==> src/rtl/ring_osc_freq_meter.sv <==
// ring_osc_freq_meter
//   Counts rising edges of the free-running ring oscillator output over a
//   programmable window of clk cycles and reports the result on the pins.
//
// Ports
//   clk       system clock, all state on its rising edge
//   rst_n     asynchronous active-low reset
//   osc_in    ring oscillator output, asynchronous to clk
//   start     measurement request (IDLE and warm-up complete only)
//   gate_len  window length N in clk cycles, latched when start is accepted
//   count     last measured edge count
//   valid     count holds a completed result
//   busy      measurement in progress
//   overflow  last measurement saturated
//
// Handshake: start is a request that is taken only on a cycle where busy=0
// and warm-up is done; anything else is dropped, never queued. valid is a
// level, set when a result lands and cleared by the next accepted start.
// There is no ready on the result side: count is simply held until the
// next result overwrites it.
module ring_osc_freq_meter #(
    parameter int COUNT_W = 16,
    parameter int GATE_W  = 16
) (
    input  logic               clk,
    input  logic               rst_n,
    input  logic               osc_in,
    input  logic               start,
    input  logic [GATE_W-1:0]  gate_len,
    output logic [COUNT_W-1:0] count,
    output logic               valid,
    output logic               busy,
    output logic               overflow
);

    typedef enum logic [1:0] {
        S_IDLE = 2'd0,
        S_ARM  = 2'd1,
        S_GATE = 2'd2,
        S_DONE = 2'd3
    } state_t;

    // Kept as a typed signal so checkers can bind to the FSM state directly.
    state_t state;
    state_t state_nxt;

    logic               sync1;
    logic               sync2;
    logic               hist;
    logic               edge_det;
    logic [2:0]         warm_cnt;
    logic               warm_done;
    logic [GATE_W-1:0]  win_cnt;
    logic [COUNT_W-1:0] edge_cnt;
    logic               ovf_int;

    // Control strobes from the output decode.
    logic               accept;
    logic               do_arm;
    logic               do_gate;
    logic               do_done;

    // Oscillator synchronizer plus history flop; runs continuously.
    always_ff @(posedge clk or negedge rst_n) begin
        if (!rst_n) begin
            sync1 <= 1'b0;
            sync2 <= 1'b0;
            hist  <= 1'b0;
        end else begin
            sync1 <= osc_in;
            sync2 <= sync1;
            hist  <= sync2;
        end
    end

    assign edge_det = sync2 & ~hist;

    // Warm-up: when osc_in is high at reset release the zeroed flops see a
    // false rising edge; holding off start for 4 cycles lets it flush out.
    always_ff @(posedge clk or negedge rst_n) begin
        if (!rst_n) begin
            warm_cnt <= 3'd0;
        end else if (warm_cnt != 3'd4) begin
            warm_cnt <= warm_cnt + 3'd1;
        end
    end

    assign warm_done = (warm_cnt == 3'd4);

    // FSM state register.
    always_ff @(posedge clk or negedge rst_n) begin
        if (!rst_n) begin
            state <= S_IDLE;
        end else begin
            state <= state_nxt;
        end
    end

    // FSM next-state logic.
    always_comb begin
        state_nxt = state;
        case (state)
            S_IDLE: if (start && warm_done) state_nxt = S_ARM;
            S_ARM:  state_nxt = (win_cnt == '0) ? S_DONE : S_GATE;
            // win_cnt still holds the remaining count including this cycle.
            S_GATE: if (win_cnt == GATE_W'(1)) state_nxt = S_DONE;
            S_DONE: state_nxt = S_IDLE;
            default: state_nxt = S_IDLE;
        endcase
    end

    // FSM output decode.
    always_comb begin
        accept  = 1'b0;
        do_arm  = 1'b0;
        do_gate = 1'b0;
        do_done = 1'b0;
        busy    = 1'b1;
        case (state)
            S_IDLE: begin
                busy   = 1'b0;
                accept = start && warm_done;
            end
            S_ARM:   do_arm  = 1'b1;
            S_GATE:  do_gate = 1'b1;
            S_DONE:  do_done = 1'b1;
            default: busy    = 1'b0;
        endcase
    end

    // Datapath: window counter, edge counter and result registers.
    always_ff @(posedge clk or negedge rst_n) begin
        if (!rst_n) begin
            win_cnt  <= '0;
            edge_cnt <= '0;
            ovf_int  <= 1'b0;
            count    <= '0;
            valid    <= 1'b0;
            overflow <= 1'b0;
        end else begin
            if (accept) begin
                win_cnt  <= gate_len;
                valid    <= 1'b0;
                overflow <= 1'b0;
            end
            if (do_arm) begin
                edge_cnt <= '0;
                ovf_int  <= 1'b0;
            end
            if (do_gate) begin
                win_cnt <= win_cnt - GATE_W'(1);
                if (edge_det) begin
                    // Saturate rather than wrap; a lost edge marks overflow.
                    if (edge_cnt == '1) begin
                        ovf_int <= 1'b1;
                    end else begin
                        edge_cnt <= edge_cnt + COUNT_W'(1);
                    end
                end
            end
            if (do_done) begin
                count    <= edge_cnt;
                overflow <= ovf_int;
                valid    <= 1'b1;
            end
        end
    end

endmodule

==> config.mk <==
export PLATFORM = sky130hd
export DESIGN_NAME = ring_osc_freq_meter
export DESIGN_NICKNAME = d
export VERILOG_FILES = /design/src/rtl/ring_osc_freq_meter.sv
export SDC_FILE = /design/constraint.sdc
export NUM_CORES = 1
export LEC_CHECK = 0
export CAP_MARGIN = 20
export CORE_ASPECT_RATIO = 2
export CORE_MARGIN = 3
export CORE_UTILIZATION = 56
export DETAILED_ROUTE_END_ITERATION = 10
export GPL_TIMING_DRIVEN = 0
export PLACE_DENSITY = 0.8
export SYNTH_ARGS = -nofsm -noshare
export SYNTH_HDL_FRONTEND = slang
export SYNTH_SLANG_ARGS = --single-unit
==> constraint.sdc <==
create_clock -name clk -period 2.9 [get_ports clk]
set_input_delay 0.58 -clock clk [delete_from_list [all_inputs] [get_ports clk]]
set_output_delay 0.58 -clock clk [all_outputs]
set_load 0.01 [all_outputs]
==> results by group, run 1 <==
Status
  – Outcome: finished clean

Setup path
  – Logic depth of the worst register-to-register path: 7
  – Required time at the worst-slack endpoint: 2.32 ns
  – Startpoint of the worst-slack reg-to-reg timing path: edge_cnt[1]
  – Path type of the worst setup path: flop to output pin
  – Destination of the critical timing path: busy
  – Max Fanout on Critical Path: 6
  – Reg-to-reg setup timing slack: 0.61 ns
  – CP Launch Point: state[0]
  – CP Launch Type: flop
  – CP endpoint kind: output pin
  – Crit path DAT: 1.75 ns
  – Worst r2r dst: edge_cnt[1]

Detailed routing
  – Antenna-violating nets left: 0
  – Number of DRC violations after detailed routing: 0
  – Overall via count from detail_route: 2,707
  – Final routed wire length divided by cell count: 16.60 µm
  – Number of DRC markers after the initial detailed-route iteration: 77
  – Final routed wirelength across all metal layers: 7205 µm
  – Router iterations before antenna repair: 4
  – Number of vias per cell after detailed routing: 6.237

Clock network
  – Hold_buf cts: 0
  – Post-CTS Resized: 0
  – Number of buffers added by the clock tree synthesis step: 9
  – Clock transition at path regs: 0.07 ns
  – Sink count of the clock tree: 59
  – H-tree levels: 3
  – Bufs on Longest Clock Path: 2
  – Number of post-CTS setup repair buffers: 0
  – CTS tree: done
  – Clock latency of the later-clocked register in the worst-skew pair: 0.35 ns
  – Root Buffer Master: sky130_fd_sc_hd__clkbuf_8

Finish
  – Non-Filler Instances: 434
  – Syn-to-layout area delta: 21.91%
  – Sequential standard cell area: 0.001476 mm²
  – Share of post-route cells with drive strength above 1: 0.1417
  – Final net count: 398
  – Final core utilization: 0.7092
  – Antenna cell count: 0
  – Area of the multi-input gates: 0.001590 mm²
  – Fill cell total of the finished layout: 428
  – Most frequent cells in the layout: sky130_fd_sc_hd__dfrtp_1, sky130_fd_sc_hd__clkdlybuf4s50_1, sky130_fd_sc_hd__mux2_2
  – Most frequent standard cell in the layout excluding fill and tap cells: sky130_fd_sc_hd__dfrtp_1

Die
  – Die Footprint: 0.006675 mm²
  – Placeable Area: 0.005468 mm²
  – Die Y-Extent: 112.6 µm
  – Effective utilization at floorplan: 0.5817
  – I/O pins: 39
  – Placement row count: 38
  – Width of the die: 59.29 µm

STA
  – Final Hold Vio Count: 0
  – Worst rel slew slack: 0.5734
  – Final min period: 2.331 ns
  – Unrepaired setup endpoints after global routing: false
  – Setup TNS: 0 ns
  – Max Fclk: 429.0 MHz
  – Worst Max-Slew Pin Slew: 0.6399 ns
  – Setup violation total in the final timing report: 0
  – Maximum clock skew at final layout: 0.007834 ns
  – Post-route fraction of the period consumed by the critical path: 0.8038
  – Count of final max-slew check failures: 0

Global routing
  – Wire length of the first global-routing pass: 12,100 µm
  – Number of global-route vias before repair: 2,750
  – Pin count of the biggest net entering global routing: 41
  – Global route total overflow: 0
  – Initial antenna violation count: 0
  – Overall routing resource usage: 0.2416

Logic synthesis
  – Synthesized area divided by synthesized cell count: 9.970 µm²
  – Number of distinct library cell variants in the gate-level netlist after synthesis: 52
  – Synth warnings: 0
  – Most used DFF post-synth: sky130_fd_sc_hd__dfrtp_1
  – Gate count of the mapped netlist: 319
  – Share of flip-flops with an asynchronous set or reset: 1.000
  – Cell area after synthesis: 0.003181 mm²
  – Number of flops mapped to enable cells by yosys: 0
  – Fraction of the yosys area taken by sequential cells: 0.4642
  – Register bit count reported by yosys: 59
  – Synth Net Count: 348

Place
  – Post-placement cell count: 418
  – Last weighted congestion value of the routability-driven placer: 0.8783
  – I/O Buffers: 38
  – HPWL after DPL: 5466 µm

Pwr
  – Leakage power summed over all cells: 1.572 nW
  – Total power: 1.874 mW
  – P per Cell Area: 483.4 mW/mm²
  – Largest vdd supply drop: 0.5144 mV

Job
  – Max Cap Viol: 0

Hold path
  – Class of the tightest hold or removal check: input pin to asynchronous set/reset pin
[kinds of logic after synthesis]
family | after synthesis | synth area share
fa+ha+maj | 9 | 0.03541
flops | 59 | 0.4642
simple gates | 118 | 0.2073
mux | 27 | 0.09481
buf+inv | 30 | 0.03580
compound gates | 70 | 0.1460
xor+xnor | 6 | 0.01652
[per-layer routing]
metal  GRT usage  up-vias  wire length (µm)
li1            -     1288                 -
met1      0.2386     1302              2549
met2      0.4112       85              3983
met3     0.05754       32               286
met4      0.1815        0               385
met5           0        -                 0
[state kept, by name (all words and copies together), names as in the netlist]
signal	flops
count	16
edge_cnt	16
win_cnt	16
warm_cnt	3
state	2
hist	1
overflow	1
ovf_int	1
sync1	1
sync2	1
valid	1
[Yosys cell counts (2+ instances only)]
| cell | n | area (µm²) |
|---|---|---|
| sky130_fd_sc_hd__nand3_1 | 9 | 45.04 |
| sky130_fd_sc_hd__a21oi_1 | 23 | 115.1 |
| sky130_fd_sc_hd__or4_1 | 6 | 45.04 |
| sky130_fd_sc_hd__o21a_1 | 4 | 30.03 |
| sky130_fd_sc_hd__o22ai_1 | 3 | 18.77 |
| sky130_fd_sc_hd__o21ai_0 | 13 | 65.06 |
| sky130_fd_sc_hd__or2_2 | 4 | 25.02 |
| sky130_fd_sc_hd__and2_1 | 2 | 12.51 |
| sky130_fd_sc_hd__a311oi_1 | 2 | 17.52 |
| sky130_fd_sc_hd__nand4_1 | 9 | 56.30 |
| sky130_fd_sc_hd__ha_1 | 9 | 112.6 |
| sky130_fd_sc_hd__and3_1 | 2 | 12.51 |
| sky130_fd_sc_hd__o22a_1 | 4 | 35.03 |
| sky130_fd_sc_hd__or3_1 | 5 | 31.28 |
| sky130_fd_sc_hd__inv_1 | 11 | 41.29 |
| sky130_fd_sc_hd__or3b_2 | 2 | 17.52 |
| sky130_fd_sc_hd__mux2_2 | 25 | 281.5 |
| sky130_fd_sc_hd__a31oi_1 | 2 | 12.51 |
| sky130_fd_sc_hd__xnor2_1 | 6 | 52.55 |
| sky130_fd_sc_hd__clkbuf_1 | 17 | 63.81 |
| sky130_fd_sc_hd__and4_1 | 6 | 52.55 |
| sky130_fd_sc_hd__nor3_1 | 12 | 60.06 |
| sky130_fd_sc_hd__o211ai_1 | 2 | 15.01 |
| sky130_fd_sc_hd__nor4_1 | 10 | 62.56 |
| sky130_fd_sc_hd__nor2b_1 | 4 | 25.02 |
| sky130_fd_sc_hd__nand2b_1 | 5 | 31.28 |
| sky130_fd_sc_hd__a221o_1 | 3 | 30.03 |
| sky130_fd_sc_hd__nand2_1 | 19 | 71.32 |
| sky130_fd_sc_hd__dfrtp_1 | 59 | 1476 |
| sky130_fd_sc_hd__nor2_1 | 18 | 67.56 |
| sky130_fd_sc_hd__mux2i_1 | 2 | 20.02 |
[worst min path at each step]
stage / from / cells past startpoint / end / slack (ns)
floorplan: rst_n / 0 / count[0] / 0.28
global placement: sync1 / 0 / sync2 / 0.34
detailed placement: sync1 / 0 / sync2 / 0.34
CTS: rst_n / 1 / count[1] / 0.17
global route: rst_n / 1 / count[1] / 0.19
finish: rst_n / 1 / count[6] / 0.17
[per-stage QoR]
| stage | setup WS, ns | hold WS [ns] | cell area [µm²] |
|---|---|---|---|
| 2_1_floorplan | 0.7595 | 0.2844 | 3181 |
| 3_3_place_gp | -0.5977 | 0.3371 | 3636 |
| 3_5_place_dp | 0.4878 | 0.3363 | 3651 |
| 4_1_cts | 0.5321 | 0.1700 | 3877 |
| 5_1_grt | 0.4300 | 0.1916 | 3877 |
| 6_report | 0.5691 | 0.1742 | 3877 |
[cell type report]
class / count / area share
multi-input combinational: 230 / 0.4101
sequential: 59 / 0.3808
timing repair buffer: 39 / 0.1020
clock buffer: 11 / 0.03904
clock inverter: 5 / 0.01936
tap: 60 / 0.01936
buffer: 19 / 0.01872
inverter: 11 / 0.01065
[report_power, final]
part	switching, mW	internal [mW]
combinational	0.0756	0.0720
clock	0.321	0.525
sequential	0.0309	0.850
total	0.427	1.45
[critical path, cell delays in order, from the launching register on]
cell and delay (ns):
sky130_fd_sc_hd__dfrtp_1 0.40, sky130_fd_sc_hd__inv_1 0.10, sky130_fd_sc_hd__ha_1 0.29, sky130_fd_sc_hd__inv_1 0.08, sky130_fd_sc_hd__clkdlybuf4s50_1 0.53
(Power assumes the default switching activity.)
==> run 2: changes to the inputs <==
==> constraint.sdc (replaced) <==
create_clock -name clk -period 2.3 [get_ports clk]
set_input_delay 0.46 -clock clk [delete_from_list [all_inputs] [get_ports clk]]
set_output_delay 0.46 -clock clk [all_outputs]
set_load 0.01 [all_outputs]
==> run 2 against run 1 <==
Final area grew 0.45%. Hold slack lost 0.12 ns. Routed wire length grew 0.76%. Sequential share of layout area is 0.14 points lower. Critical path type is now flop to flop. Largest power group unchanged. Highest routed layer unchanged.
==> results by group, run 2 (synthesized netlist as in run 1, its figures left out) <==
Die
  – Die Footprint: 0.006675 mm² (unchanged)
  – Die Y-Extent: 112.6 µm (unchanged)
  – Placeable Area: 0.005468 mm² (unchanged)
  – I/O pins: 39 (unchanged)
  – Placement row count: 38 (unchanged)
  – Effective utilization at floorplan: 0.5817 (unchanged)
  – Width of the die: 59.29 µm (unchanged)

Setup path
  – Max Fanout on Critical Path: 8 (+2)
  – CP Launch Type: flop
  – Required time at the worst-slack endpoint: 2.53 ns (+0.21 ns)
  – CP endpoint kind: flop
  – Crit path DAT: 2.47 ns (+0.72 ns)
  – Path type of the worst setup path: flop to flop

Finish
  – Final std cell area, no fill: 0.003895 mm² (+0.45%)
  – Final net count: 397 (-0.25%)
  – Largest registers: count x16, edge_cnt x16, win_cnt x16
  – Share of post-route cells with drive strength above 1: 0.1635 (+0.02183)
  – Most frequent standard cell in the layout excluding fill and tap cells: sky130_fd_sc_hd__dfrtp_1
  – Non-Filler Instances: 433 (-0.23%)
  – Syn-to-layout area delta: 22.46%
  – Antenna cell count: 0 (unchanged)
  – Fill cell total of the finished layout: 423 (-1.2%)
  – Most frequent cells in the layout: sky130_fd_sc_hd__dfrtp_1, sky130_fd_sc_hd__clkdlybuf4s50_1, sky130_fd_sc_hd__mux2_2

Detailed routing
  – Overall via count from detail_route: 2,713 (+0.22%)
  – Number of DRC violations after detailed routing: 0 (unchanged)
  – Number of vias per cell after detailed routing: 6.266 (+0.45%)
  – Router iterations before antenna repair: 4 (unchanged)
  – Final routed wirelength across all metal layers: 7260 µm (+0.76%)
  – Antenna-violating nets left: 0 (unchanged)
  – Final routed wire length divided by cell count: 16.77 µm (+1.0%)
  – Number of DRC markers after the initial detailed-route iteration: 78 (+1.3%)

Global routing
  – Wire length of the first global-routing pass: 12,100 µm (unchanged)
  – Pin count of the biggest net entering global routing: 41 (unchanged)
  – Number of global-route vias before repair: 2,750 (unchanged)
  – Overall routing resource usage: 0.2416 (unchanged)
  – Initial antenna violation count: 0 (unchanged)
  – Global route total overflow: 0 (unchanged)

STA
  – Final Hold Vio Count: 0 (unchanged)
  – Setup TNS: 0 ns (unchanged)
  – Count of final max-slew check failures: 0 (unchanged)
  – Final worst hold slack: 0.05351 ns (-0.1207 ns)
  – Post-route fraction of the period consumed by the critical path: 0.9747
  – Max Fclk: 446.1 MHz
  – Final min period: 2.242 ns
  – Worst Max-Slew Pin Slew: 0.6457 ns (+0.005748 ns)
  – Setup violation total in the final timing report: 0 (unchanged)
  – Worst rel slew slack: 0.5696 (-0.003832)
  – Maximum clock skew at final layout: 0.007687 ns (-0.0001471 ns)

Place
  – Post-place instance area: 0.003651 mm² (unchanged)
  – Last weighted congestion value of the routability-driven placer: 0.8783 (unchanged)
  – Post-placement cell count: 418 (unchanged)
  – HPWL after DPL: 5466 µm (unchanged)
  – I/O Buffers: 38 (unchanged)

Clock network
  – Root Buffer Master: sky130_fd_sc_hd__clkbuf_8
  – Clock transition at path regs: 0.06 ns (about the same)
  – Hold_buf cts: 0 (unchanged)
  – Clock latency of the later-clocked register in the worst-skew pair: 0.35 ns (about the same)
  – H-tree levels: 3 (unchanged)
  – Bufs on Longest Clock Path: 2 (unchanged)
  – CTS tree: done
  – Sink count of the clock tree: 59 (unchanged)
  – Number of buffers added by the clock tree synthesis step: 9 (unchanged)

Pwr
  – P per Cell Area: 606.1 mW/mm² (+25%)
  – Total power: 2.361 mW (+26%)
  – Leakage power summed over all cells: 1.580 nW (+0.49%)
  – Largest vdd supply drop: 0.6486 mV (+26%)

Job
  – Max Cap Viol: 0 (unchanged)

Status
  – Outcome: finished clean

Hold path
  – Class of the tightest hold or removal check: input pin to asynchronous set/reset pin
==> run 2: changes by cell type in the layout (fill, tap and decap cells not counted), sizes merged <==
cell / before / now
buf: 4 / 5
clkbuf: 28 / 26
==> run 2: critical path: stages, from the launching register on <==
cell and delay [ns]:
sky130_fd_sc_hd__dfrtp_1 0.42, sky130_fd_sc_hd__or4_1 0.53, sky130_fd_sc_hd__buf_4 0.18, sky130_fd_sc_hd__or3_4 0.34, sky130_fd_sc_hd__o31a_1 0.28, sky130_fd_sc_hd__o41a_1 0.38
==> run 2: final timing paths <==
kind                            start      endpoint  slack, ns  cells after the start
setup / recovery           win_cnt[6]      state[0]       0.06                      5
hold / removal                  rst_n      count[6]       0.05                      1
setup reg to reg           win_cnt[6]      state[0]       0.06                      5
hold reg to reg                 sync1         sync2       0.35                      0
max in group asynchronous       rst_n  edge_cnt[12]       1.68                      2
min in group clk                sync1         sync2       0.35                      0
==> run 2: report_power, final <==
part	switching [mW]	internal (mW)	total [mW]
clock network	0.404	0.662	1.07
logic	0.0945	0.0905	0.185
registers	0.0376	1.07	1.11
total	0.536	1.82	2.36
==> run 2: per-stage QoR <==
step	setup slack [ns]	utilization
global placement	-1.078	0.6650
CTS	0.01839	0.7092
finish	0.05817	0.7124
global route	-0.001756	0.7124
detailed placement	0.007830	0.6677
floorplan	0.1595	-
==> run 2: timing repair <==
action,CTS,global route
endpoints found under the setup margin,0,20
gates resized for setup,0,11
setup buffers,0,1
==> run 2: layer usage <==
layer | GRT usage | vias to the layer above | wire (µm)
li1 | - | 1286 | -
met5 | 0 | - | 0
met1 | 0.2386 | 1306 | 2552
met4 | 0.1815 | 0 | 400
met3 | 0.05754 | 36 | 290
met2 | 0.4112 | 85 | 4017
==> run 2: cell type report <==
| type | instances | area, µm² | area share |
|---|---|---|---|
| multi-input combinational | 230 | 1602 | 0.4112 |
| sequential | 59 | 1478 | 0.3794 |
| timing repair buffer | 40 | 402.9 | 0.1034 |
| clock buffer | 11 | 151.4 | 0.03887 |
| clock inverter | 5 | 75.07 | 0.01927 |
| tap | 60 | 75.07 | 0.01927 |
| buffer | 17 | 70.07 | 0.01799 |
| inverter | 11 | 41.29 | 0.01060 |
==> RTL edit 1: new RTL, settings of run 1 <==
Add an input register stage for `osc_in`, `start` and `gate_len`; this delays them by one clock. Comments in the files are not updated.
--- a/src/rtl/ring_osc_freq_meter.sv
+++ b/src/rtl/ring_osc_freq_meter.sv
@@ -40,6 +40,16 @@
         S_DONE = 2'd3
     } state_t;
 
+    logic osc_q;
+    logic start_q;
+    logic [GATE_W-1:0] gate_len_q;
+
+    always_ff @(posedge clk) begin
+        osc_q      <= osc_in;
+        start_q    <= start;
+        gate_len_q <= gate_len;
+    end
+
     // Kept as a typed signal so checkers can bind to the FSM state directly.
     state_t state;
     state_t state_nxt;
@@ -67,7 +77,7 @@
             sync2 <= 1'b0;
             hist  <= 1'b0;
         end else begin
-            sync1 <= osc_in;
+            sync1 <= osc_q;
             sync2 <= sync1;
             hist  <= sync2;
         end
@@ -100,7 +110,7 @@
     always_comb begin
         state_nxt = state;
         case (state)
-            S_IDLE: if (start && warm_done) state_nxt = S_ARM;
+            S_IDLE: if (start_q && warm_done) state_nxt = S_ARM;
             S_ARM:  state_nxt = (win_cnt == '0) ? S_DONE : S_GATE;
             // win_cnt still holds the remaining count including this cycle.
             S_GATE: if (win_cnt == GATE_W'(1)) state_nxt = S_DONE;
@@ -119,7 +129,7 @@
         case (state)
             S_IDLE: begin
                 busy   = 1'b0;
-                accept = start && warm_done;
+                accept = start_q && warm_done;
             end
             S_ARM:   do_arm  = 1'b1;
             S_GATE:  do_gate = 1'b1;
@@ -139,7 +149,7 @@
             overflow <= 1'b0;
         end else begin
             if (accept) begin
-                win_cnt  <= gate_len;
+                win_cnt  <= gate_len_q;
                 valid    <= 1'b0;
                 overflow <= 1'b0;
             end
Check against the original RTL: not equivalent (Yosys sat finds a counterexample within 10 cycles, from zero or initial values and one cycle with rst_n low).
==> RTL edit 1 against run 1 <==
Final area rose by 13%. Clock skew shrank 3.6 ps. Routed wire length grew 6.5%. Register-to-register slack gained 90 ps. Critical path depth stayed put. Area after synthesis grew 11%. Worst hold slack better by 120 ps. Sequential cell count up 18. Setup slack lost 5.8 ps. Largest cell class is now flip-flops and latches. Non-clock buffer count is 5 lower.
Power is not compared: it rests on default switching activity, and its combinational part moved more than twofold at a synthesized area within 25%.
==> RTL edit 1: results (changes against run 1) <==
| Parameter | Value | Unit | Change |
| --- | --- | --- | --- |
| Synth unique cells | 63 | - | +21% |
| HPWL after detailed placement | 5620 | um | +2.9% |
| Root buf cell | sky130_fd_sc_hd__clkbuf_16 | - |  |
| Worst VDD drop | 0.639 | mV |  |
| Maximum fanout along the worst path | 4 | - | -2 |
| Total routing usage reported by global routing | 0.232 | - | -0.00989 |
| Portion of the post-synthesis area used by sequential elements | 0.519 | - | +0.0543 |
| Proportion of layout cells with a drive suffix above 1 | 0.164 | - | +0.0219 |
| Number of global-route vias before repair | 2,869 | - | +4.3% |
| Largest net degree at the start of global routing | 32 | - | -22% |
| Met1 usage in global routing | 0.219 | - | -0.0199 |
| Number of port buffers | 38 | - | unchanged |
| First-iteration detailed-routing DRC count | 141 | - | +83% |
| Number of buffers inserted by post-CTS setup repair | 0 | - | unchanged |
| Cell type group with the largest total delay on the critical path | buffers and inverters | - |  |
| Arrival time of data at the critical path endpoint | 1760 | ps |  |
| Most common flop cell mapped by yosys | sky130_fd_sc_hd__dfrtp_1 | - |  |
| Count of cells resized by post-cts repair | 0 | - | unchanged |
| Maximum number of buffers from clock root to sink | 2 | - | unchanged |
| Peak per-stage delay on the critical path | 550 | ps | +20 ps |
| Switching power as a share of total power | 0.328 | - |  |
| Number of hold buffers added after CTS | 0 | - | unchanged |
| Count of H-tree levels built during CTS | 3 | - | unchanged |
| Top post-synthesis cells by count | sky130_fd_sc_hd__dfrtp_1 (59), sky130_fd_sc_hd__mux2_2 (24), sky130_fd_sc_hd__nand2_1 (22) | - |  |
| Register-to-Register Path Depth | 8 | - | +1 |
| Class of the tightest hold or removal check | input port to asynchronous set/reset pin | - |  |
| Largest cells by area after synthesis | sky130_fd_sc_hd__dfrtp_1 (42%), sky130_fd_sc_hd__dfxtp_1 (10%), sky130_fd_sc_hd__mux2_2 (7.6%) | - |  |
| Result of the run | completed | - |  |
| Final Routed Wirelength | 7670 | um | +6.5% |
| Met3 global-route usage | 0.0618 | - | +0.00425 |
| Placed instance area | 4040 | um2 | +11% |
| # nets final | 403 | - | +1.3% |
| Via count | 2,701 | - | -0.22% |
| Antenna violations before repair | 0 | - | unchanged |
| M2 GR Usage | 0.421 | - | +0.00970 |
| Global-route wire length before repair | 13,100 | um | +8.2% |
| Synth warnings | 0 | - | unchanged |
| Worst-case clock skew | 4.27 | ps | -3.56 ps |
| CTS clock-pin slew for the worst setup and hold paths | 60 | ps |  |
| Ant diodes | 0 | - | unchanged |
| Detailed-routing iteration count for the pre-antenna-repair pass | 4 | - | unchanged |
| Max-slew headroom | 0.488 | - | -0.0852 |
| Ys async rst share | 0.766 | - | -0.234 |
| Number of buffers inserted during clock tree synthesis | 9 | - | unchanged |
| Syn Nets | 353 | - | +1.4% |
| CP max stage cell | sky130_fd_sc_hd__clkdlybuf4s50_1 | - |  |
| Final GP Congestion | 0.875 | - | -0.38% |
| Clock latency of the later-clocked register in the worst-skew pair | 340 | ps |  |
| Leak | 1.87 | nW |  |
[RTL edit 1: cell types whose count changed in the layout (fill, tap and decap cells not counted), moves of 7 or more]
cell,before,now
sky130_fd_sc_hd__o21ai_1,0,7
sky130_fd_sc_hd__nor3_1,12,5
sky130_fd_sc_hd__clkbuf_16,0,9
sky130_fd_sc_hd__clkbuf_8,11,1
sky130_fd_sc_hd__nor4_1,10,3
sky130_fd_sc_hd__clkbuf_1,17,7
sky130_fd_sc_hd__dfxtp_1,0,18
[RTL edit 1: worst paths after layout]
path / startpoint / slack, ps / to
min reg2reg: osc_q$_DFF_P_ / 340 / sync1$_DFF_PN0_
min in group clk: osc_q$_DFF_P_ / 340 / sync1$_DFF_PN0_
max: state[0]$_DFFE_PN0P_ / 560 / busy
min: rst_n / 290 / count[6]$_DFFE_PN0P_
max in group asynchronous: rst_n / 2000 / edge_cnt[10]$_DFF_PN0_
max reg2reg: state[0]$_DFFE_PN0P_ / 700 / edge_cnt[6]$_DFF_PN0_
[RTL edit 1: power groups by stage]
stage / clock network (W) / registers (W) / logic [W]
after floorplan: 0 / 0.00140 / 0.000750
after global placement: 0 / 0.00142 / 0.00102
after detailed placement: 0 / 0.00143 / 0.00106
after CTS: 0.00122 / 0.00141 / 0.00107
after global routing: 0.00128 / 0.00144 / 0.00118
final: 0.00120 / 0.00141 / 0.00106
[RTL edit 1: layer usage]
layer	routed length (um)	vias to the layer above	part of all wire
li1	-	1283	-
met1	2660	1311	0.35
met2	4340	73	0.57
met3	247	34	0.032
met4	418	0	0.054
met5	0	-	0
[RTL edit 1: cell type report]
cell class / count / area, um2
sequential: 77 / 1840
fill: 441 / 1690
multi-input combinational: 216 / 1570
timing repair buffer: 39 / 395
clock buffer: 10 / 239
tap: 84 / 105
clock inverter: 6 / 86.3
buffer: 14 / 75.1
inverter: 17 / 63.8
[RTL edit 1: cell families (layout without fill, tap and decap cells)]
logic type / Yosys count / after routing / share of synthesized area
simple gates: 102 / 102 / 0.172
buf+inv: 31 / 86 / 0.0392
fa+ha+maj: 9 / 9 / 0.0318
mux: 28 / 28 / 0.0880
flops: 77 / 77 / 0.519
compound gates: 71 / 71 / 0.136
xor+xnor: 6 / 6 / 0.0148
[RTL edit 1: through the flow]
step            util  cells  worst slack (ps)  hold slack [ps]
2_1_floorplan      -    324              1080              284
3_3_place_gp   0.665    446              -622              319
3_5_place_dp   0.668    447               725              323
4_1_cts        0.721    463               542              310
5_1_grt        0.721    463               440              346
6_report       0.721    463               563              291
==> RTL edit 2: new RTL, settings of run 1 <==
Without the edit above. `GATE_W`: 16 -> 32.
--- a/src/rtl/ring_osc_freq_meter.sv
+++ b/src/rtl/ring_osc_freq_meter.sv
@@ -20,7 +20,7 @@
 // next result overwrites it.
 module ring_osc_freq_meter #(
     parameter int COUNT_W = 16,
-    parameter int GATE_W  = 16
+    parameter int GATE_W  = 32
 ) (
     input  logic               clk,
     input  logic               rst_n,
Interface: changed (resized gate_len); port bits go from 39 to 55. No check against the original RTL was run, so the function may have changed too.
==> RTL edit 2 against run 1 <==
Sequential cell count rose by 16. Non-clock buffer count rose by 16. Routed wire length rose by 44%. Setup slack got worse by 370 ps. Global-route usage rose by 2.6 points. Clock power rose by 44%. First-iteration DRC count rose to 4.0 times the old value. Final area rose by 31%. Worst hold slack got worse by 97 ps. Maximum frequency fell by 14%. Power rose by 31%. Area after synthesis rose by 28%. Critical path type is now flip-flop to flip-flop.
==> RTL edit 2: results (changes against run 1) <==
| Parameter | Value | Unit | Change |
| --- | --- | --- | --- |
| Result of the run | completed | - |  |
| Count of H-tree levels built during CTS | 3 | - | unchanged |
| Number of buffers inserted during clock tree synthesis | 9 | - | unchanged |
| Global-route wire length before repair | 17,000 | um | +41% |
| Clock latency of the later-clocked register in the worst-skew pair | 340 | ps |  |
| Final GP Congestion | 0.952 | - | +8.4% |
| CP max stage cell | sky130_fd_sc_hd__nor4_1 | - |  |
| Portion of the post-synthesis area used by sequential elements | 0.460 | - | -0.00380 |
| First-iteration detailed-routing DRC count | 310 | - | +300% |
| Worst-case clock skew | 4.51 | ps | -3.32 ps |
| Top post-synthesis cells by count | sky130_fd_sc_hd__dfrtp_1 (75), sky130_fd_sc_hd__nor2_1 (49), sky130_fd_sc_hd__nand2_1 (31) | - |  |
| Synth unique cells | 50 | - | -3.8% |
| Total routing usage reported by global routing | 0.268 | - | +0.0261 |
| Number of global-route vias before repair | 3,722 | - | +35% |
| # nets final | 542 | - | +36% |
| Maximum fanout along the worst path | 10 | - | +4 |
| CTS clock-pin slew for the worst setup and hold paths | 60 | ps |  |
| Count of cells resized by post-cts repair | 0 | - | unchanged |
| HPWL after detailed placement | 7660 | um | +40% |
| Pre-CTS worst setup slack | -28.1 | ps | -516 ps |
| Largest net degree at the start of global routing | 66 | - | +61% |
| Root buf cell | sky130_fd_sc_hd__clkbuf_16 | - |  |
| Class of the tightest hold or removal check | input port to asynchronous set/reset pin | - |  |
| Placed Instances | 576 | - | +38% |
| Maximum number of buffers from clock root to sink | 2 | - | unchanged |
| Synth warnings | 0 | - | unchanged |
| Detailed-routing iteration count for the pre-antenna-repair pass | 5 | - | +1 |
| Ys async rst share | 1.00 | - | unchanged |
| Worst VDD drop | 0.429 | mV | -17% |
| Pin slew with the least headroom to its limit | 955 | ps | +315 ps |
| Proportion of layout cells with a drive suffix above 1 | 0.110 | - | -0.0321 |
| Leading registers by flop count | win_cnt (32), count (16), edge_cnt (16) | - |  |
| Average size of a mapped cell | 9.46 | um2 | -5.1% |
| Via count | 3,655 | - | +35% |
| Peak per-stage delay on the critical path | 730 | ps | +200 ps |
| Arrival time of data at the critical path endpoint | 2930 | ps | +1180 ps |
| Syn Nets | 476 | - | +37% |
| Register-to-Register Path Depth | 7 | - | unchanged |
| Routed WL per cell | 17.5 | um | +5.4% |
| Number of buffers inserted by post-CTS setup repair | 0 | - | unchanged |
| Leak | 2.29 | nW | +46% |
| Antenna violations before repair | 0 | - | unchanged |
| DR vias/cell | 6.17 | - | -1.0% |
| Most common flop cell mapped by yosys | sky130_fd_sc_hd__dfrtp_1 | - |  |
| Largest cells by area after synthesis | sky130_fd_sc_hd__dfrtp_1 (46%), sky130_fd_sc_hd__mux2_2 (8.0%), sky130_fd_sc_hd__nor2_1 (4.5%) | - |  |
| Number of port buffers | 54 | - | +42% |
| Ant diodes | 0 | - | unchanged |
| Pint | 0.00195 | W | +35% |
## RTL edit 2: changes by cell type after synthesis, sizes merged, moves of 6 or more
cell and delta:
dfrtp +16, a211o +9, nand2 +12, nor3 +13, and3 +7, a21oi +6, nor2 +31
## RTL edit 2: cell families (layout without fill, tap and decap cells)
family | after synthesis | in the layout | share of synthesized area
and+or+nand+nor | 185 | 185 | 0.230
buffers and inverters | 30 | 101 | 0.0285
xor gates and xnor gates | 9 | 9 | 0.0193
adders and majority gates | 9 | 9 | 0.0276
AOI/OAI and AO/OA | 91 | 91 | 0.146
DFF | 75 | 75 | 0.460
muxes | 32 | 32 | 0.0878
## RTL edit 2: power groups by stage
| stage | registers (W) | logic, W | clock network (W) |
|---|---|---|---|
| finish | 0.00111 | 0.000132 | 0.00122 |
| global route | 0.00111 | 0.000146 | 0.00128 |
| CTS | 0.00111 | 0.000134 | 0.00124 |
| detailed placement | 0.00113 | 0.000133 | 0 |
| global placement | 0.00113 | 0.000125 | 0 |
| floorplan | 0.00112 | 0.0000483 | 0 |
## RTL edit 2: through the flow
stage,setup TNS [ps],cell area (um2)
finish,0,5090
global route,-2.65,5090
CTS,0,5080
detailed placement,-103,4750
global placement,-102750,4730
floorplan,0,4080
## RTL edit 2: worst paths after layout
path,endpoint,start,slack (ps)
max in group asynchronous,win_cnt[14]$_DFFE_PN0P_,rst_n,2270
hold reg to reg,sync2$_DFF_PN0_,sync1$_DFF_PN0_,350
setup / recovery,edge_cnt[11]$_DFF_PN0_,edge_cnt[0]$_DFF_PN0_,190
setup reg to reg,edge_cnt[11]$_DFF_PN0_,edge_cnt[0]$_DFF_PN0_,190
hold / removal,count[2]$_DFFE_PN0P_,rst_n,80
min in group clk,sync2$_DFF_PN0_,sync1$_DFF_PN0_,350
## RTL edit 2: layout make-up
| class | instances | area (um2) |
|---|---|---|
| clock inverters | 4 | 72.6 |
| repair buffers | 55 | 566 |
| clock buffers | 12 | 256 |
| inverters | 11 | 41.3 |
| fillers | 530 | 1910 |
| plain buffers | 19 | 75.1 |
| multi-input cells | 326 | 2090 |
| well taps | 90 | 113 |
| flip-flops and latches | 75 | 1880 |
## RTL edit 2: routing by layer
metal,routed length [um],track usage,part of all wire,vias up
met3,488,0.0514,0.047,34
met1,3500,0.256,0.34,1778
met5,0,0,0,-
met4,422,0.158,0.041,0
li1,-,-,-,1721
met2,5940,0.500,0.57,122
## RTL edit 2: critical path, delay by kind of cell (launching register included)
kind | cells | cell delay [ps]
AND/OR/NAND/NOR | 3 | 1170
AO/OA/AOI/OAI | 2 | 470
flip-flops | 1 | 420
buffers and inverters | 1 | 320
adder cells (fa/ha/maj) | 1 | 220
